<file path="src/rtl/mem_arb_pkg.sv">
// Shared types and sizing for the I/D cache memory-port arbiter.
package mem_arb_pkg;

  localparam int unsigned LINE_WORDS = 8;
  localparam int unsigned OFF_W      = $clog2(LINE_WORDS);

  typedef enum logic [2:0] {
    IDLE,
    GRANT,
    FILL,
    WRITE,
    DONE
  } state_t;

  typedef enum logic {
    CLI_I,
    CLI_D
  } client_t;

endpackage

</file>
<file path="src/rtl/arb_rr2.sv">
// Two-client round-robin pick with the last-grant history flop.
module arb_rr2
  import mem_arb_pkg::*;
(
  input  logic    clk,
  input  logic    rst_n,
  input  logic    req_i_i,
  input  logic    req_d_i,
  input  logic    update_i,
  output client_t grant_o
);

  client_t last_q;

  // On a tie the client that did not win last time is picked.
  always_comb begin
    grant_o = CLI_I;
    if (req_i_i && req_d_i) begin
      grant_o = (last_q == CLI_I) ? CLI_D : CLI_I;
    end else if (req_d_i) begin
      grant_o = CLI_D;
    end
  end

  // Remember who was granted; reset history favours D on the first tie.
  always_ff @(posedge clk or negedge rst_n) begin
    if (!rst_n) begin
      last_q <= CLI_I;
    end else if (update_i) begin
      last_q <= grant_o;
    end
  end

endmodule

</file>
<file path="src/rtl/mem_arbiter.sv">
// Shares the single main-memory port between the I-cache and D-cache.
module mem_arbiter
  import mem_arb_pkg::*;
(
  input  logic             clk,
  input  logic             rst_n,
  input  logic             i_req,
  input  logic             d_req,
  input  logic             i_we,
  input  logic             d_we,
  input  logic [15:0]      i_addr,
  input  logic [15:0]      d_addr,
  input  logic [15:0]      i_wdata,
  input  logic [15:0]      d_wdata,
  output logic [15:0]      i_rdata,
  output logic [15:0]      d_rdata,
  output logic             i_rvalid,
  output logic             d_rvalid,
  output logic [OFF_W-1:0] i_roff,
  output logic [OFF_W-1:0] d_roff,
  output logic             i_done,
  output logic             d_done,
  output logic             mem_en,
  output logic             mem_wr,
  output logic [15:0]      mem_addr,
  output logic [15:0]      mem_wdata,
  input  logic [15:0]      mem_rdata,
  input  logic             mem_rdata_valid,
  input  logic             mem_wdone
);

  localparam logic [OFF_W:0] CNT_FULL = (OFF_W+1)'(LINE_WORDS);
  localparam logic [OFF_W:0] CNT_LAST = (OFF_W+1)'(LINE_WORDS - 1);

  state_t         state_q, state_d;
  client_t        owner_q, owner_d;
  logic           we_q, we_d;
  logic [15:0]    addr_q, addr_d;
  logic [15:0]    wdata_q, wdata_d;
  logic [OFF_W:0] issue_q, issue_d;
  logic [OFF_W:0] ret_q, ret_d;
  client_t        pick;
  logic           grant_en;
  logic           fill_issue;
  logic           wr_act;
  logic           rv;

  arb_rr2 u_rr (
    .clk      (clk),
    .rst_n    (rst_n),
    .req_i_i  (i_req),
    .req_d_i  (d_req),
    .update_i (grant_en),
    .grant_o  (pick)
  );

  // Transaction sequencing: grant, issue/count fill words or hold a write.
  always_comb begin
    state_d  = state_q;
    owner_d  = owner_q;
    we_d     = we_q;
    addr_d   = addr_q;
    wdata_d  = wdata_q;
    issue_d  = issue_q;
    ret_d    = ret_q;
    grant_en = 1'b0;
    unique case (state_q)
      IDLE: begin
        if (i_req || d_req) begin
          grant_en = 1'b1;
          owner_d  = pick;
          we_d     = (pick == CLI_D) ? d_we    : i_we;
          addr_d   = (pick == CLI_D) ? d_addr  : i_addr;
          wdata_d  = (pick == CLI_D) ? d_wdata : i_wdata;
          issue_d  = '0;
          ret_d    = '0;
          state_d  = GRANT;
        end
      end
      GRANT: state_d = we_q ? WRITE : FILL;
      FILL: begin
        if (issue_q < CNT_FULL) begin
          issue_d = issue_q + 1'b1;
        end
        // Completion is counted in returned words, not cycles.
        if (mem_rdata_valid) begin
          ret_d = ret_q + 1'b1;
          if (ret_q == CNT_LAST) begin
            state_d = DONE;
          end
        end
      end
      WRITE: begin
        if (mem_wdone) begin
          state_d = DONE;
        end
      end
      DONE:    state_d = IDLE;
      default: state_d = IDLE;
    endcase
  end

  // State and latched-request registers.
  always_ff @(posedge clk or negedge rst_n) begin
    if (!rst_n) begin
      state_q <= IDLE;
      owner_q <= CLI_I;
      we_q    <= 1'b0;
      addr_q  <= '0;
      wdata_q <= '0;
      issue_q <= '0;
      ret_q   <= '0;
    end else begin
      state_q <= state_d;
      owner_q <= owner_d;
      we_q    <= we_d;
      addr_q  <= addr_d;
      wdata_q <= wdata_d;
      issue_q <= issue_d;
      ret_q   <= ret_d;
    end
  end

  // Memory-side strobes and client-side routing, all decoded from state.
  always_comb begin
    fill_issue = (state_q == FILL) && (issue_q < CNT_FULL);
    wr_act     = (state_q == WRITE);
    rv         = (state_q == FILL) && mem_rdata_valid;
    mem_en     = fill_issue || wr_act;
    mem_wr     = wr_act;
    mem_addr   = '0;
    if (wr_act) begin
      mem_addr = addr_q;
    end else if (fill_issue) begin
      mem_addr = {addr_q[15:OFF_W+1], issue_q[OFF_W-1:0], 1'b0};
    end
    mem_wdata = wr_act ? wdata_q : '0;
    i_rvalid  = rv && (owner_q == CLI_I);
    d_rvalid  = rv && (owner_q == CLI_D);
    i_rdata   = i_rvalid ? mem_rdata : '0;
    d_rdata   = d_rvalid ? mem_rdata : '0;
    i_roff    = i_rvalid ? ret_q[OFF_W-1:0] : '0;
    d_roff    = d_rvalid ? ret_q[OFF_W-1:0] : '0;
    i_done    = (state_q == DONE) && (owner_q == CLI_I);
    d_done    = (state_q == DONE) && (owner_q == CLI_D);
  end

endmodule

</file>
<file path="config.mk">
export PLATFORM = sky130hd
export DESIGN_NAME = mem_arbiter
export DESIGN_NICKNAME = d
export VERILOG_FILES = /design/src/rtl/mem_arb_pkg.sv /design/src/rtl/arb_rr2.sv /design/src/rtl/mem_arbiter.sv
export SDC_FILE = /design/constraint.sdc
export NUM_CORES = 1
export LEC_CHECK = 0
export BUFFER_PORTS_ARGS = -buffer_cell sky130_fd_sc_hd__buf_2
export CAP_MARGIN = 20
export CELL_PAD_IN_SITES_DETAIL_PLACEMENT = 1
export CELL_PAD_IN_SITES_GLOBAL_PLACEMENT = 1
export CORE_ASPECT_RATIO = 0.7
export CORE_MARGIN = 4
export CORE_UTILIZATION = 32
export CTS_CLUSTER_SIZE = 40
export DETAILED_ROUTE_END_ITERATION = 10
export HOLD_SLACK_MARGIN = 0.08
export PLACE_DENSITY_LB_ADDON = 0.1
export SYNTH_ARGS = -nofsm -noshare
export SYNTH_HDL_FRONTEND = slang
export SYNTH_SLANG_ARGS = --single-unit
</file>
<file path="constraint.sdc">
create_clock -name clk -period 2.3 [get_ports clk]
set_clock_uncertainty 0.2 [all_clocks]
set_input_delay 0.23 -clock clk [delete_from_list [all_inputs] [get_ports clk]]
set_output_delay 0.23 -clock clk [all_outputs]
set_load 0.05 [all_outputs]
</file>
==> results.sh <==
export IMPL_crit_path_start_kind="flop"
export IMPL_power_leakage_uw=0.00218
export IMPL_synthCells=253
export IMPL_r2r_start="state_q[1]"
export IMPL_yosysSeqAreaShare_pct=40.1
export IMPL_cts_sinks=45
export IMPL_rsz0062_at_grt="false"
export IMPL_drt_iter0_drc=53
export IMPL_wl_met1_mm=3.63
export IMPL_hold_viol=0
export IMPL_die_y_um=86.4
export IMPL_syn_cell_area_um2=2810
export IMPL_p_per_area_nw_per_um2=1400
export IMPL_diodes=0
export IMPL_cap_viol_max_count=0
export IMPL_worstHoldStart="d_wdata[14]"
export IMPL_wl_per_cell_um=15.0
export IMPL_synth_area_per_cell_um2=11.1
export IMPL_htreeDepth=2
export IMPL_cp_top_family="buffers and inverters"
export IMPL_crit_required_ps=1870
export IMPL_max_stage_delay_ps=450
export IMPL_post_cts_buffers=0
export IMPL_start_util_pct=33.0
export IMPL_finalSetupViolCount=0
export IMPL_end_kind="output pin"
export IMPL_dp_hpwl_mm=6.35
export IMPL_final_max_slew_violation_count=0
export IMPL_ys_types=35
export IMPL_synth_nets=343
export IMPL_crit_path_top_delay_cell="dfrtp_2"
export IMPL_status="completed"
export IMPL_die_x_um=120
export IMPL_fill_cells=996
export IMPL_wl_met3_um=606
export IMPL_hold_slack_ps=105
export IMPL_cts_inserted_buffers=5
export IMPL_remaining_drc_errors=0
export IMPL_cts_tree="yes"
export IMPL_path_class="reg -> out"
export IMPL_top_layer_used="met4"
export IMPL_coreArea_um2=8510
export IMPL_fin_ws_ps=90.3
export IMPL_multiInputGateArea_um2=1580
export IMPL_place_ws_ps=307
export IMPL_clock_insertion_delay_worst_skew_ps=280
export IMPL_grt_first_pass_wirelength_mm=13.3
export IMPL_cp_max_fo=13
export IMPL_min_period_over_period_pct=96.1
export IMPL_area_growth_pct=43.6
export IMPL_tns_ps=0
export IMPL_ios=164
export IMPL_hold_class="in -> reg"
export IMPL_grt_ovfl_total=0
export IMPL_fp_row_count=28
export IMPL_slew_headroom_pct=69.1
export IMPL_tightest_slew_ps=463
export IMPL_clock_fmax_ghz=0.453
export IMPL_drive_gt1_share_pct=61.8
export IMPL_fin_nets=510
export IMPL_drt_wl_total_mm=8.14
export IMPL_track_usage_pct=15.7
export IMPL_peakVddDrop_uv=504
export IMPL_die_area_um2=10400
export IMPL_first_pass_iters=4
export IMPL_cts_root_buf="clkbuf_16"
export IMPL_min_period_ps=2210
export IMPL_yosys_register_bits=45
export IMPL_clkSlewWorstSetupHoldPaths_ps=60
export IMPL_crit_buf_inv=2
export IMPL_grt_pass1_vias=2680
export IMPL_seq_area_um2=1130
export IMPL_portBuffers=163
export IMPL_final_antenna_net_count=0
export IMPL_path_cells="nor2b_1 -> a21boi_1 -> buf_4 -> and2_1 -> buf_2"
export IMPL_grt_max_degree=35
export IMPL_antenna_found_initial=0
export IMPL_setup_worst_path_start="state_q[2]"
export IMPL_synth_warning_count=0
export IMPL_via_per_inst=4.66
export IMPL_gp_congestion=0.759
export IMPL_dr_wl_met2_mm=3.86
export IMPL_vias=2522
export IMPL_critical_path_arrival_ps=1780
export IMPL_cts_buffer_depth=2
==> logic make-up after synthesis <==
group	share of synthesized area, %
xor gates and xnor gates	0.312
muxes	28.3
and+or+nand+nor	21.3
buffers and inverters	4.14
AOI/OAI and AO/OA	4.94
adders and majority gates	0.890
DFF	40.1
==> layout by cell type, fill, tap and decap left out, drive strengths merged <==
cell type / synthesis / final
or4b: 1 / 1
clkbuf: 10 / 11
o21a: 1 / 1
nor2: 3 / 3
and2: 33 / 33
and3: 38 / 38
nor3b: 1 / 1
and3b: 1 / 1
a22o: 5 / 5
dlygate4sd3: 0 / 1
nor3: 1 / 1
a221o: 1 / 1
dfrtp: 45 / 45
nor4b: 1 / 1
or4: 1 / 1
a21oi: 3 / 3
buf: 10 / 175
nand2: 6 / 6
mux2: 68 / 68
o41ai: 1 / 1
xnor2: 1 / 1
ha: 2 / 2
nand4: 1 / 1
o21ai: 4 / 4
mux2i: 3 / 3
inv: 1 / 1
o211ai: 1 / 1
bufinv: 0 / 1
nor2b: 4 / 4
nand3: 1 / 1
nor4: 1 / 1
and4bb: 1 / 1
a21boi: 2 / 2
o31ai: 1 / 1
==> synth_stat cells, drive strengths merged <==
| cell | number | share of area [%] |
|---|---|---|
| mux2 | 68 | 27 |
| dfrtp | 45 | 40 |
| and3 | 38 | 8.5 |
| and2 | 33 | 7.3 |
| buf | 10 | 2.7 |
| clkbuf | 10 | 1.3 |
| nand2 | 6 | 0.80 |
| a22o | 5 | 1.6 |
| nor2b | 4 | 0.89 |
| o21ai | 4 | 0.71 |
| a21oi | 3 | 0.53 |
| mux2i | 3 | 1.1 |
| nor2 | 3 | 0.40 |
| a21boi | 2 | 0.67 |
| ha | 2 | 0.89 |
| a221o | 1 | 0.36 |
| and3b | 1 | 0.31 |
| and4bb | 1 | 0.45 |
| inv | 1 | 0.13 |
| nand3 | 1 | 0.18 |
| nand4 | 1 | 0.22 |
| nor3 | 1 | 0.18 |
| nor3b | 1 | 0.27 |
| nor4 | 1 | 0.76 |
| nor4b | 1 | 0.31 |
| o211ai | 1 | 0.27 |
| o21a | 1 | 0.27 |
| o31ai | 1 | 0.27 |
| o41ai | 1 | 0.31 |
| or4 | 1 | 0.40 |
| or4b | 1 | 0.36 |
| xnor2 | 1 | 0.31 |
==> layout make-up <==
type	count	area share (%)
Multi-Input combinational cell	187	39.1
Sequential cell	45	28.0
Timing Repair Buffer	180	24.8
Tap cell	120	3.72
Clock buffer	7	3.53
Clock inverter	1	0.744
Inverter	1	0.0930
==> worst paths after layout <==
check	to	slack, ps	depth (start not counted)
hold / removal	wdata_q[14]	100	3
setup reg to reg	addr_q[3]	380	4
max in group asynchronous	addr_q[11]	1060	3
min in group asynchronous	wdata_q[8]	240	2
setup / recovery	mem_addr[12]	90	5
hold reg to reg	addr_q[10]	280	1
==> worst reg2reg max path: cells and delay by family, from the launching register on <==
kind                   cells  cell delay (ps)
AND/OR/NAND/NOR            1              260
multiplexers               1              390
flip-flops                 1              440
buffers and inverters      2              510
==> timing repair <==
action	in CTS	in global routing
hold endpoints to repair	18	0
hold buffers	1	0
endpoints found under the setup margin	11	35
resized for setup	11	9
pin swaps	0	0
==> stage by stage <==
step	std cells	utilization, %	power (µW)	area [µm²]
2_1_floorplan	253	-	3960	2820
3_3_place_gp	532	44.7	4720	3810
3_5_place_dp	532	44.7	4790	3810
4_1_cts	541	47.2	5710	4020
5_1_grt	541	47.4	6020	4040
6_report	541	47.4	5660	4040
==> power breakdown <==
group          switching (µW)  internal (µW)  total [µW]
clock network             284            543         827
logic                    2130           1270        3400
registers                 247           1190        1430
total                    2660           3000        5660
==> per-layer routing <==
layer / up-vias / track usage, %
li1: 1245 / -
met1: 1202 / 20.3
met2: 71 / 26.4
met3: 4 / 4.50
met4: 0 / 3.43
met5: - / 0
==> state kept, by name, summed over array words and instances, names as in the netlist <==
name,count
owner_q,1
ret_q,4
we_q,1
issue_q,4
addr_q,16
state_q,3
wdata_q,16
Note: power is estimated with default switching activity, not from simulation.
